$ cat src/rtl/layer_mixer_if.sv
// Pixel, palette-write and composed-colour signals of the layer mixer.
// master drives pixels and palette writes; slave is the mixer.
interface layer_mixer_if #(
  parameter int unsigned NUM_LAYERS = 8,
  parameter int unsigned IDX_W      = 3,
  parameter int unsigned RGB_W      = 4
);
  logic                        pix_valid;
  logic [NUM_LAYERS*IDX_W-1:0] layer_idx;
  logic                        frame_start;
  logic [NUM_LAYERS-1:0]       layer_en;
  logic [NUM_LAYERS-1:0]       flash_mask;
  logic                        pal_we;
  logic [IDX_W-1:0]            pal_addr;
  logic [RGB_W-1:0]            pal_data;
  logic [RGB_W-1:0]            rgb;
  logic                        rgb_valid;
  logic [3:0]                  hit_layer;

  modport master (
    output pix_valid, layer_idx, frame_start, layer_en, flash_mask,
    output pal_we, pal_addr, pal_data,
    input  rgb, rgb_valid, hit_layer
  );

  modport slave (
    input  pix_valid, layer_idx, frame_start, layer_en, flash_mask,
    input  pal_we, pal_addr, pal_data,
    output rgb, rgb_valid, hit_layer
  );
endinterface

$ cat src/rtl/layer_mixer.sv
// Two-stage priority layer mixer with a register palette.
// Define MIXER_FLASH_EN to add frame-counted flash blanking of masked layers.
module layer_mixer #(
  parameter int unsigned NUM_LAYERS   = 8,
  parameter int unsigned IDX_W        = 3,
  parameter int unsigned RGB_W        = 4,
  parameter int unsigned FLASH_FRAMES = 16
) (
  input logic          clk,
  input logic          rst_n,
  layer_mixer_if.slave mix
);
  localparam int unsigned PalDepth = 1 << IDX_W;

  function automatic logic [RGB_W-1:0] pal_reset(input int unsigned i);
    logic [3:0] v;
    case (i)
      0:       v = 4'b0000;
      1:       v = 4'b0011;
      2:       v = 4'b0001;
      3:       v = 4'b0111;
      4:       v = 4'b0100;
      5:       v = 4'b1101;
      6:       v = 4'b0110;
      7:       v = 4'b1011;
      default: v = 4'b0000;
    endcase
    return RGB_W'(v);
  endfunction

  logic [NUM_LAYERS-1:0] blank;

`ifdef MIXER_FLASH_EN
  logic [7:0] frame_cnt_q, frame_cnt_d;
  logic       flash_phase_q, flash_phase_d;

  always_comb begin
    frame_cnt_d   = frame_cnt_q;
    flash_phase_d = flash_phase_q;
    if (mix.frame_start) begin
      if (frame_cnt_q == 8'(FLASH_FRAMES - 1)) begin
        frame_cnt_d   = '0;
        flash_phase_d = ~flash_phase_q;
      end else begin
        frame_cnt_d = frame_cnt_q + 8'd1;
      end
    end
  end

  always_ff @(posedge clk or negedge rst_n) begin
    if (!rst_n) begin
      frame_cnt_q   <= '0;
      flash_phase_q <= 1'b0;
    end else begin
      frame_cnt_q   <= frame_cnt_d;
      flash_phase_q <= flash_phase_d;
    end
  end

  // Registered phase: a frame_start only affects pixels from the next cycle on.
  assign blank = flash_phase_q ? mix.flash_mask : '0;
`else
  logic unused_flash;
  assign unused_flash = ^{mix.flash_mask, mix.frame_start, 8'(FLASH_FRAMES)};
  assign blank        = '0;
`endif

  // Stage 1: priority pick, layer 0 first.
  logic             win_found;
  logic [IDX_W-1:0] s1_idx_d, s1_idx_q;
  logic [3:0]       s1_hit_d, s1_hit_q;
  logic             s1_valid_q;

  always_comb begin
    win_found = 1'b0;
    s1_idx_d  = '0;
    s1_hit_d  = 4'hf;
    for (int unsigned k = 0; k < NUM_LAYERS; k++) begin
      if (!win_found && mix.layer_en[k] && !blank[k] &&
          (mix.layer_idx[k*IDX_W +: IDX_W] != '0)) begin
        win_found = 1'b1;
        s1_idx_d  = mix.layer_idx[k*IDX_W +: IDX_W];
        s1_hit_d  = 4'(k);
      end
    end
  end

  always_ff @(posedge clk or negedge rst_n) begin
    if (!rst_n) begin
      s1_valid_q <= 1'b0;
      s1_idx_q   <= '0;
      s1_hit_q   <= 4'hf;
    end else begin
      s1_valid_q <= mix.pix_valid;
      if (mix.pix_valid) begin
        s1_idx_q <= s1_idx_d;
        s1_hit_q <= s1_hit_d;
      end
    end
  end

  // Stage 2 reads the palette before any same-edge write lands.
  logic [RGB_W-1:0] pal_q [PalDepth];
  logic [RGB_W-1:0] rgb_q;
  logic [3:0]       hit_q;
  logic             rgb_valid_q;

  always_ff @(posedge clk or negedge rst_n) begin
    if (!rst_n) begin
      for (int unsigned i = 0; i < PalDepth; i++) begin
        pal_q[i] <= pal_reset(i);
      end
    end else if (mix.pal_we) begin
      pal_q[mix.pal_addr] <= mix.pal_data;
    end
  end

  always_ff @(posedge clk or negedge rst_n) begin
    if (!rst_n) begin
      rgb_valid_q <= 1'b0;
      rgb_q       <= '0;
      hit_q       <= 4'hf;
    end else begin
      rgb_valid_q <= s1_valid_q;
      if (s1_valid_q) begin
        rgb_q <= pal_q[s1_idx_q];
        hit_q <= s1_hit_q;
      end
    end
  end

  assign mix.rgb       = rgb_q;
  assign mix.rgb_valid = rgb_valid_q;
  assign mix.hit_layer = hit_q;
endmodule

$ cat src/flat_wrapper.sv
// flat-port wrapper written by rule: the top's interface ports become plain ports
module layer_mixer_flat 
#(
  parameter int unsigned NUM_LAYERS   = 8,
  parameter int unsigned IDX_W        = 3,
  parameter int unsigned RGB_W        = 4,
  parameter int unsigned FLASH_FRAMES = 16
)
  (clk, rst_n, mix_pix_valid, mix_layer_idx, mix_frame_start, mix_layer_en, mix_flash_mask, mix_pal_we, mix_pal_addr, mix_pal_data, mix_rgb, mix_rgb_valid, mix_hit_layer);
  layer_mixer_if #(.NUM_LAYERS(NUM_LAYERS), .IDX_W(IDX_W), .RGB_W(RGB_W)) mix_i ();
  input logic clk;
  input logic rst_n;
  input wire logic [$bits(mix_i.pix_valid)-1:0] mix_pix_valid;
  input wire logic [$bits(mix_i.layer_idx)-1:0] mix_layer_idx;
  input wire logic [$bits(mix_i.frame_start)-1:0] mix_frame_start;
  input wire logic [$bits(mix_i.layer_en)-1:0] mix_layer_en;
  input wire logic [$bits(mix_i.flash_mask)-1:0] mix_flash_mask;
  input wire logic [$bits(mix_i.pal_we)-1:0] mix_pal_we;
  input wire logic [$bits(mix_i.pal_addr)-1:0] mix_pal_addr;
  input wire logic [$bits(mix_i.pal_data)-1:0] mix_pal_data;
  output wire logic [$bits(mix_i.rgb)-1:0] mix_rgb;
  output wire logic [$bits(mix_i.rgb_valid)-1:0] mix_rgb_valid;
  output wire logic [$bits(mix_i.hit_layer)-1:0] mix_hit_layer;
  assign mix_i.pix_valid = mix_pix_valid;
  assign mix_i.layer_idx = mix_layer_idx;
  assign mix_i.frame_start = mix_frame_start;
  assign mix_i.layer_en = mix_layer_en;
  assign mix_i.flash_mask = mix_flash_mask;
  assign mix_i.pal_we = mix_pal_we;
  assign mix_i.pal_addr = mix_pal_addr;
  assign mix_i.pal_data = mix_pal_data;
  assign mix_rgb = mix_i.rgb;
  assign mix_rgb_valid = mix_i.rgb_valid;
  assign mix_hit_layer = mix_i.hit_layer;
  layer_mixer #(.NUM_LAYERS(NUM_LAYERS), .IDX_W(IDX_W), .RGB_W(RGB_W), .FLASH_FRAMES(FLASH_FRAMES)) u_core (.clk(clk), .rst_n(rst_n), .mix(mix_i));
endmodule
$ cat config.mk
export PLATFORM = sky130hd
export DESIGN_NAME = layer_mixer_flat
export DESIGN_NICKNAME = d
export VERILOG_FILES = /design/src/rtl/layer_mixer_if.sv /design/src/rtl/layer_mixer.sv /design/src/flat_wrapper.sv
export SDC_FILE = /design/constraint.sdc
export NUM_CORES = 1
export LEC_CHECK = 0
export CORE_UTILIZATION = 45
export CTS_CLUSTER_SIZE = 40
export DETAILED_ROUTE_END_ITERATION = 8
export MAX_ROUTING_LAYER = met4
export PLACE_DENSITY = 0.73
export SLEW_MARGIN = 10
export SYNTH_ARGS = -nofsm -noshare
export SYNTH_HDL_FRONTEND = slang
export SYNTH_SLANG_ARGS = --single-unit
$ cat constraint.sdc
create_clock -name clk -period 1.6 [get_ports clk]
set_clock_uncertainty 0.15 [all_clocks]
set_input_delay 0.32 -clock clk [delete_from_list [all_inputs] [get_ports clk]]
set_output_delay 0.32 -clock clk [all_outputs]
set_load 0.01 [all_outputs]
======== Word level (Yosys, flattened, before mapping) ========
Index checks and enable logic that the tools add are counted.
operators by class
  reductions and logical operators ........ 31
  order comparisons ....................... 3
  bitwise logic cells ..................... 2
  mux-type cells .......................... 29
operator list
  kind                                                count
  two-way mux 4 bit                                   11
  bitwise mux 32 bit                                  1
  two-way mux 3 bit                                   8
  nonzero test 3 bit                                  8
  logical AND 1 bit                                   16
  binary-select mux 4 bit (select 3 bit)              1
  demux 4 bit (select 3 bit)                          1
  >= comparator 4 bit, second input constant          2
  NOT 3 -> 4 bit                                      2
  logical NOT 1 bit                                   7
  two-way mux 1 bit                                   7
  < comparator 4 x 1 -> 1 bit, second input constant  1
storage, ports and cells
  register bits after elaboration ......... 49
  logic and storage cells ................. 79

======== Depth between registers and ports, before layout ========
Gate-level depths: netlist of the first run.
  depth in word-level cells ............... 31
  gate-level depth with buffers ........... 5
  depth with buffers taken out ............ 4

======== Worst setup path after synthesis of the first run ========
No wires, ideal clock.
  path kind ............................... input-to-reg
  start ................................... input mix_layer_idx[3]
  end ..................................... register u_core.s1_idx_q[0]
  library setup time ...................... 126 ps
  stages .................................. 4
  slack ................................... -241 ps
  data required time ...................... 1324 ps
  arrival time ............................ 1565 ps
  path through ............................ o31ai_4 nand4_4 o41a_1 a221o_1
on the way
  word-level cells in the longest chain between the ends .. 27
RTL lines
  element                          line                RTL
  from (decl)                      flat_wrapper.sv:14  input wire logic [$bits(mix_i.layer_idx)-1:0] mix_layer_idx;
  nonzero test 3 bit               layer_mixer.sv:80   (mix.layer_idx[k*IDX_W +: IDX_W] != '0)) begin
  logical AND 1 bit                layer_mixer.sv:79   if (!win_found && mix.layer_en[k] && !blank[k] &&
  two-way mux 1 bit                layer_mixer.sv:79
  logical NOT 1 bit                layer_mixer.sv:79
  logical AND 1 bit (2 in series)  layer_mixer.sv:79
  two-way mux 1 bit                layer_mixer.sv:79
  logical NOT 1 bit                layer_mixer.sv:79
  logical AND 1 bit (2 in series)  layer_mixer.sv:79
  (+6 left out)                    --
  logical AND 1 bit (2 in series)  layer_mixer.sv:79
  two-way mux 1 bit                layer_mixer.sv:79
  logical NOT 1 bit                layer_mixer.sv:79
  logical AND 1 bit (2 in series)  layer_mixer.sv:79
  two-way mux 1 bit                layer_mixer.sv:79
  logical NOT 1 bit                layer_mixer.sv:79
  logical AND 1 bit (2 in series)  layer_mixer.sv:79
  two-way mux 3 bit *              layer_mixer.sv:79
  to (signal assigned)             layer_mixer.sv:96   s1_idx_q <= s1_idx_d;
  to (decl)                        layer_mixer.sv:70   logic [IDX_W-1:0] s1_idx_d, s1_idx_q;
Mark *: on every way between the ends. The rest lies on a longest branch, timed or not.
A chain may end at the register's enable or synchronous reset.

======== Worst setup path after layout of the first run ========
  start ................................... register u_core.s1_idx_q[0]
  end ..................................... register u_core.rgb_q[2], in the netlist u_core.mix.rgb[2]
on the way
  word-level cells in the longest chain between the ends .. 4
RTL lines
  element                                                line                RTL
  NOT 3 -> 4 bit (implied by the code)                   layer_mixer.sv:126  rgb_q <= pal_q[s1_idx_q];
  binary-select mux 4 bit (select 3 bit)                 layer_mixer.sv:126
  two-way mux 4 bit (implied by the code) (2 in series)  layer_mixer.sv:126
  to (signal assigned)                                   layer_mixer.sv:126
  to (decl)                                              layer_mixer.sv:104  logic [RGB_W-1:0] rgb_q;
No other way between the ends. The select of a mux whose other input is x is not followed.

==> metrics.txt, run 1 <==
internal power=2.480 mW; Slew @ Worst Pin=450.6 ps; Mapped Area=0.002521 sq mm; CP cell instances=buf_12, mux4_2, mux2i_2, a21oi_2; critical path arrival=1650 ps; sequential power share=50.0%; total congestion overflow=0; mux share of post-synthesis cell area=24.81%; sw frac=26.30%; GP Congestion=0.8366; Syn-to-layout area delta=44.22%; Vias=2013; Synth cell types=41; DR WL/cell=16.87 um; 1st-iter DRT viols=137; I/O pin count=61; Power Density=925.5 mW/mm^2; CTS clk-pin slew, worst paths=80 ps; Synth Area in XOR/XNOR=0%; Setup crit start kind=flip-flop; Cells after Synth=192; critical path endpoint category=flip-flop; # rows=26; final setup vio count=4; Syn. warnings=0; Post-synth EDFFs=0; core area=0.005238 sq mm; R2R Path Start=u_core.s1_idx_q[0]$_DFFE_PN0P_; highest-count cells in the layout ignoring fill and taps=mux2_2 (36), buf_4 (35), dfrtp_1 (25); status=finished with violations; P_leak=1.573 nW; Slew Limit Fails=0; Filler Cells Inserted=375; post-synthesis sequential area ratio=49.78%; failing checks=negative setup slack; clk sinks=49; Clk Tree Root Cell=clkbuf_8; adder-cell share of the synthesized area=0%; share of cells above drive strength 1=52.94%; CP max stage delay=520 ps; commonest non-fill, non-tap cell in the layout=mux2_2; syn_nets=244; Worst EP required=1620 ps; NumNets Final=340; Peak VDD IR=0.5962 mV; worst skew pair latency=290 ps; simple-gate share of the synthesized area=9.975%; Num CTS Buffers=5; Hold Fails Final Rpt=0; number of max-cap violations=0; #FFs+latches synth=49; Psw=885.0 uW; final cell count without fillers=359; Clock Power Share=21.2%; Post-Syn Area per Cell=13.13 sq um; CP Launch Point=u_core.s1_idx_q[0]$_DFFE_PN0P_; Design Power=3.365 mW; top_reg_cell synth=dfrtp_1; first-pass GRT wire length=10230 um; GRT Total Usage=22.47%; clk buf depth=2; Crit-path slowest cell=mux4_2; die area=0.005906 sq mm; largest net degree at the start of global routing=50; Slew HR=69.96%; worst hold-check path type=primary input to flip-flop; Crit Path Max Fanout=5; Pre-antenna DRT Iters=4; DP Cell Count=345; port bufs=51; final setup margin=-35.03 ps; main combinational cell family by area after synthesis=multiplexers; crit path kind=flip-flop to flip-flop; final hold slack=180.9 ps; unrepaired setup endpoints after global routing=true; Detailed Place HPWL=4493 um; Routed Wire Length=6055 um; hold_sp=mix_pix_valid; Place WS=-634.4 ps; post-synthesis compound-gate area fraction=14.49%; Final Cycle Share=102.2%; initial antenna violation count=0; Initial Utilization=48.14%; die width=76.85 um; Final ANT Viol Nets=0; DRC viols=0; ys async rst share=100.0%; fin crit period=1635 ps; vias in the first global route=2152; combinational power share=28.8%; antenna diode instance count=0; CTS tree=built; drt via density=5.607; Die Ht=76.85 um; fmax=611.6 MHz; H-tree levels=2
[routing by layer]
layer | vias up | global-route usage (%) | wire [um]
met1 | 1012 | 28.09 | 2584
met2 | 44 | 36.43 | 3245
met4 | 0 | 7.500 | 62
met3 | 11 | 4.643 | 162
met5 | - | - | 0
li1 | 946 | - | -
[path summary, 6_finish.rpt]
path                                                  end  cells past startpoint  slack, ps
setup / recovery            u_core.mix.rgb[2]$_DFFE_PN0P_                      4        -40
hold / removal                u_core.s1_valid_q$_DFF_PN0_                      2        180
setup reg to reg            u_core.mix.rgb[2]$_DFFE_PN0P_                      4        -40
hold reg to reg            u_core.s1_hit_q[0]$_DFFE_PN1P_                      1        330
max in group asynchronous     u_core.pal_q[8]$_DFFE_PN1P_                      3        620
min in group asynchronous     u_core.s1_valid_q$_DFF_PN0_                      3        400
[registers in the layout (all words and copies together) (netlist names)]
register,cells
u_core.s1_idx_q,3
u_core.pal_q,32
u_core.mix.rgb,4
u_core.s1_hit_q,4
u_core.s1_valid_q,1
u_core.mix.rgb_valid,1
u_core.mix.hit_layer,4
[critical path, delay by kind of cell, from the launching register on]
family / cells / cell delay [ps]
AOI/OAI and AO/OA: 1 / 70
buffers and inverters: 1 / 140
DFF: 1 / 440
muxes: 2 / 710
[stage by stage]
stage	cell area [sq um]	TNS (ps)	util [%]
finish	3636	-97.64	69.42
global placement	3403	-9869	64.98
detailed placement	3403	-11130	64.98
global route	3636	-257.5	69.42
floorplan	2531	-114.2	-
CTS	3598	-503.7	68.71
[cell type report]
type | count | area (sq um) | share of cell area [%]
Timing Repair Buffer | 93 | 838.3 | 23.06
Inverter | 2 | 7.507 | 0.2065
Clock buffer | 8 | 90.09 | 2.478
Multi-Input combinational cell | 137 | 1356 | 37.30
Sequential cell | 49 | 1256 | 34.55
Tap cell | 70 | 87.58 | 2.409
[cells by family (layout without fill, tap and decap cells)]
logic type	Yosys count	count (layout)
AOI/OAI and AO/OA	44	44
buffers and inverters	6	103
DFF	49	49
muxes	48	48
and+or+nand+nor	45	45
[Yosys cell counts (2+ instances only)]
master / n / area share (%)
a211o_1: 2 / 0.69
nor3_1: 6 / 1.2
nand4_1: 5 / 1.2
inv_1: 2 / 0.30
o31a_1: 3 / 1.0
dfrtp_1: 26 / 26
a21oi_1: 7 / 1.4
nand2_1: 13 / 1.9
a32oi_1: 4 / 1.4
nand2b_1: 2 / 0.50
o21ai_0: 7 / 1.4
or2_2: 2 / 0.50
mux2i_1: 4 / 1.6
nor3b_1: 3 / 0.89
clkbuf_1: 3 / 0.45
o31ai_1: 5 / 1.5
mux2_2: 36 / 16
dfstp_2: 23 / 24
nand4b_1: 3 / 1.0
o31ai_4: 3 / 2.5
mux4_2: 8 / 7.1
nor2_1: 6 / 0.89
[power groups by stage]
stage               sequential, mW  clock [mW]  combinational (mW)
floorplan                     1.67           0               0.494
global placement              1.68           0               0.924
finish                        1.68       0.713               0.971
CTS                           1.68       0.743               0.949
global route                  1.71       0.794                1.05
detailed placement            1.70           0               0.946
[what timing repair did]
item                                    CTS  global route
hold buffers                              1             0
hold endpoints to repair                 26             0
setup buffers                             2             2
resized for setup                        52            62
endpoints found under the setup margin   24            23
pin swaps                                11            13
cloned                                    1             0
Note: power is estimated with default switching activity, not from simulation.
==> run 2: changes to the inputs <==
- CTS_CLUSTER_DIAMETER: unset -> 80
==> results of run 2 <==
Final layout, timing and power as in run 1 (identical DEF).
==> run 3: changes to the inputs <==
- CORE_MARGIN: unset -> 8
- CORE_UTILIZATION: 45 -> 30
- PLACE_DENSITY: 0.73 -> 0.51
==> run 3 against run 2 <==
Net effect: the flow still finishes with violations (negative setup slack); flip-flop and latch count unchanged; worst setup slack worse by 4.1 ps; die area up 96%; utilization down 24 points; hold slack better by 120 ps; largest cell class unchanged; register-to-register slack hardly changed; critical path depth unchanged; sequential power is essentially flat.
==> metrics.txt, run 3 (synthesis results as in run 1) <==
status=finished with violations; failing checks=negative setup slack; internal power=2.495 mW (+0.59%); Top reg by flops=u_core.pal_q; Clk Tree Root Cell=clkbuf_8; share of cells above drive strength 1=54.97% (+2.0 points); total congestion overflow=0 (unchanged); vias in the first global route=2187 (+1.6%); Initial Utilization=30.84% (-17 points); die area=0.01159 sq mm (+96%); clk buf depth=2 (unchanged); final setup margin=-39.18 ps (-4.150 ps); I/O pin count=61 (unchanged); Routed Wire Length=6521 um (+7.7%); DRC viols=0 (unchanged); CTS tree=built; final setup TNS=-83.81 ps (+13.84 ps); critical path endpoint category=flip-flop; DR WL/cell=16.02 um (-5.0%); drt via density=4.882 (-13%); initial antenna violation count=0 (unchanged); Final Cycle Share=102.4% (+0.26 points); fmax=610.1 MHz (-0.25%); unrepaired setup endpoints after global routing=true; final setup vio count=3 (-1); Hold Fails Final Rpt=0 (unchanged); CTS clk-pin slew, worst paths=80 ps (about the same); Detailed Place HPWL=5206 um (+16%); Filler Cells Inserted=786 (+110%); Psw=904.8 uW (+2.2%); Placement Cell Area=0.003557 sq mm (+4.5%); antenna diode instance count=0 (unchanged); final hold slack=303.3 ps (+122.3 ps); Slew HR=72.03% (+2.1 points); largest net degree at the start of global routing=20 (-60%); NumNets Final=353 (+3.8%); Setup crit start kind=flip-flop; crit path kind=flip-flop to flip-flop; final cell count without fillers=407 (+13%); critical path arrival=1660 ps (about the same); Vias=1987 (-1.3%); hold path depth=4 (+2); cells on worst reg2reg path=4 (unchanged); Place WS=-615.3 ps (+19.11 ps); number of max-cap violations=0 (unchanged); DP Cell Count=393 (+14%); worst hold-check path type=primary input to flip-flop; Final Cell Area=0.003735 sq mm (+2.7%); first-pass GRT wire length=11030 um (+7.8%); P_leak=1.589 nW (+1.0%); Crit-path slowest cell=mux4_2; Slew Limit Fails=0 (unchanged); Design Power=3.400 mW (+1.0%); fin crit period=1639 ps (+4.150 ps); Worst EP required=1620 ps (about the same); Peak VDD IR=0.5067 mV (-15%); Power Density=910.2 mW/mm^2 (-1.6%); highest-count cells in the layout ignoring fill and taps=buf_4 (48), mux2_2 (36), dfrtp_1 (25); 1st-iter DRT viols=59 (-57%); GP Congestion=0.8088 (-3.3%); sw frac=26.62% (+0.32 points); Die Ht=107.7 um (+40%); clk sinks=49 (unchanged); die width=107.7 um (+40%); # rows=33 (+27%); Clock Power Share=21.7% (+0.5 points); Final Util=45.68% (-24 points); worst skew pair latency=290 ps (about the same); Pre-antenna DRT Iters=4 (unchanged); GRT Total Usage=12.20% (-10 points); core area=0.008175 sq mm (+56%); Syn-to-layout area delta=48.14%; port bufs=51 (unchanged); Final ANT Viol Nets=0 (unchanged); Num CTS Buffers=5 (unchanged); CP cell instances=buf_12, mux4_2, mux2i_2, a21oi_1; Slew @ Worst Pin=419.6 ps (-30.95 ps); combinational power share=28.8% (about the same); H-tree levels=2 (unchanged); Crit Path Max Fanout=5 (unchanged); commonest non-fill, non-tap cell in the layout=buf_4; number of flip-flops in the largest register=32 (unchanged); sequential power share=49.4% (-0.6 points); CP max stage delay=520 ps (about the same)
## run 3: cell count changes in the layout (fill, tap and decap cells not counted), moves of 2 or more
cell / delta
buf_6: -7
dlygate4sd2_1: -4
mux2i_1: -2
dlymetal6s2s_1: -2
buf_4: +13
clkdlybuf4s15_1: +5
mux2i_2: +2
clkbuf_2: +6
## run 3: final timing paths
path                                           startpoint                                  end  slack (ps)
max                        u_core.s1_idx_q[0]$_DFFE_PN0P_        u_core.mix.rgb[2]$_DFFE_PN0P_         -40
min                                      mix_layer_idx[2]       u_core.s1_idx_q[2]$_DFFE_PN0P_         300
max reg2reg                u_core.s1_idx_q[0]$_DFFE_PN0P_        u_core.mix.rgb[2]$_DFFE_PN0P_         -40
min reg2reg                u_core.s1_hit_q[0]$_DFFE_PN1P_       u_core.s1_hit_q[0]$_DFFE_PN1P_         330
max in group asynchronous                           rst_n  u_core.mix.hit_layer[1]$_DFFE_PN1P_         460
min in group asynchronous                           rst_n         u_core.pal_q[22]$_DFFE_PN0P_         320
## run 3: power by group through the flow
stage / Clock [mW] / Sequential, mW / Combinational (mW)
6_report: 0.739 / 1.68 / 0.980
5_1_grt: 0.831 / 1.72 / 1.07
4_1_cts: 0.767 / 1.68 / 0.965
3_5_place_dp: 0 / 1.70 / 0.975
3_3_place_gp: 0 / 1.70 / 0.962
2_1_floorplan: 0 / 1.67 / 0.494
## run 3: cell type report
cell class / instances / area, sq um / share of cell area [%]
well taps: 105 / 131.4 / 3.518
multi-input cells: 137 / 1345 / 36.01
clock buffers: 8 / 90.09 / 2.412
flip-flops and latches: 49 / 1256 / 33.63
repair buffers: 106 / 904.6 / 24.22
inverters: 2 / 7.507 / 0.2010
## run 3: what timing repair did
item,4_1_cts,5_1_grt
setup endpoints to repair,22,28
setup buffers,1,3
gates resized for setup,48,49
pin swaps,9,14
gates cloned,0,1
hold buffers,1,0
hold endpoints to repair,7,0
## run 3: layer usage
metal | wire length, um | GRT usage (%) | up-vias
li1 | - | - | 973
met1 | 2983 | 15.73 | 983
met2 | 3334 | 19.65 | 29
met3 | 185 | 2.335 | 2
met4 | 17 | 2.081 | 0
met5 | 0 | - | -
## run 3: worst max-delay path, delay by kind of cell (launching register included)
family | cells | cell delay, ps
muxes | 2 | 730
DFF | 1 | 420
AOI/OAI and AO/OA | 1 | 90
buffers and inverters | 1 | 130
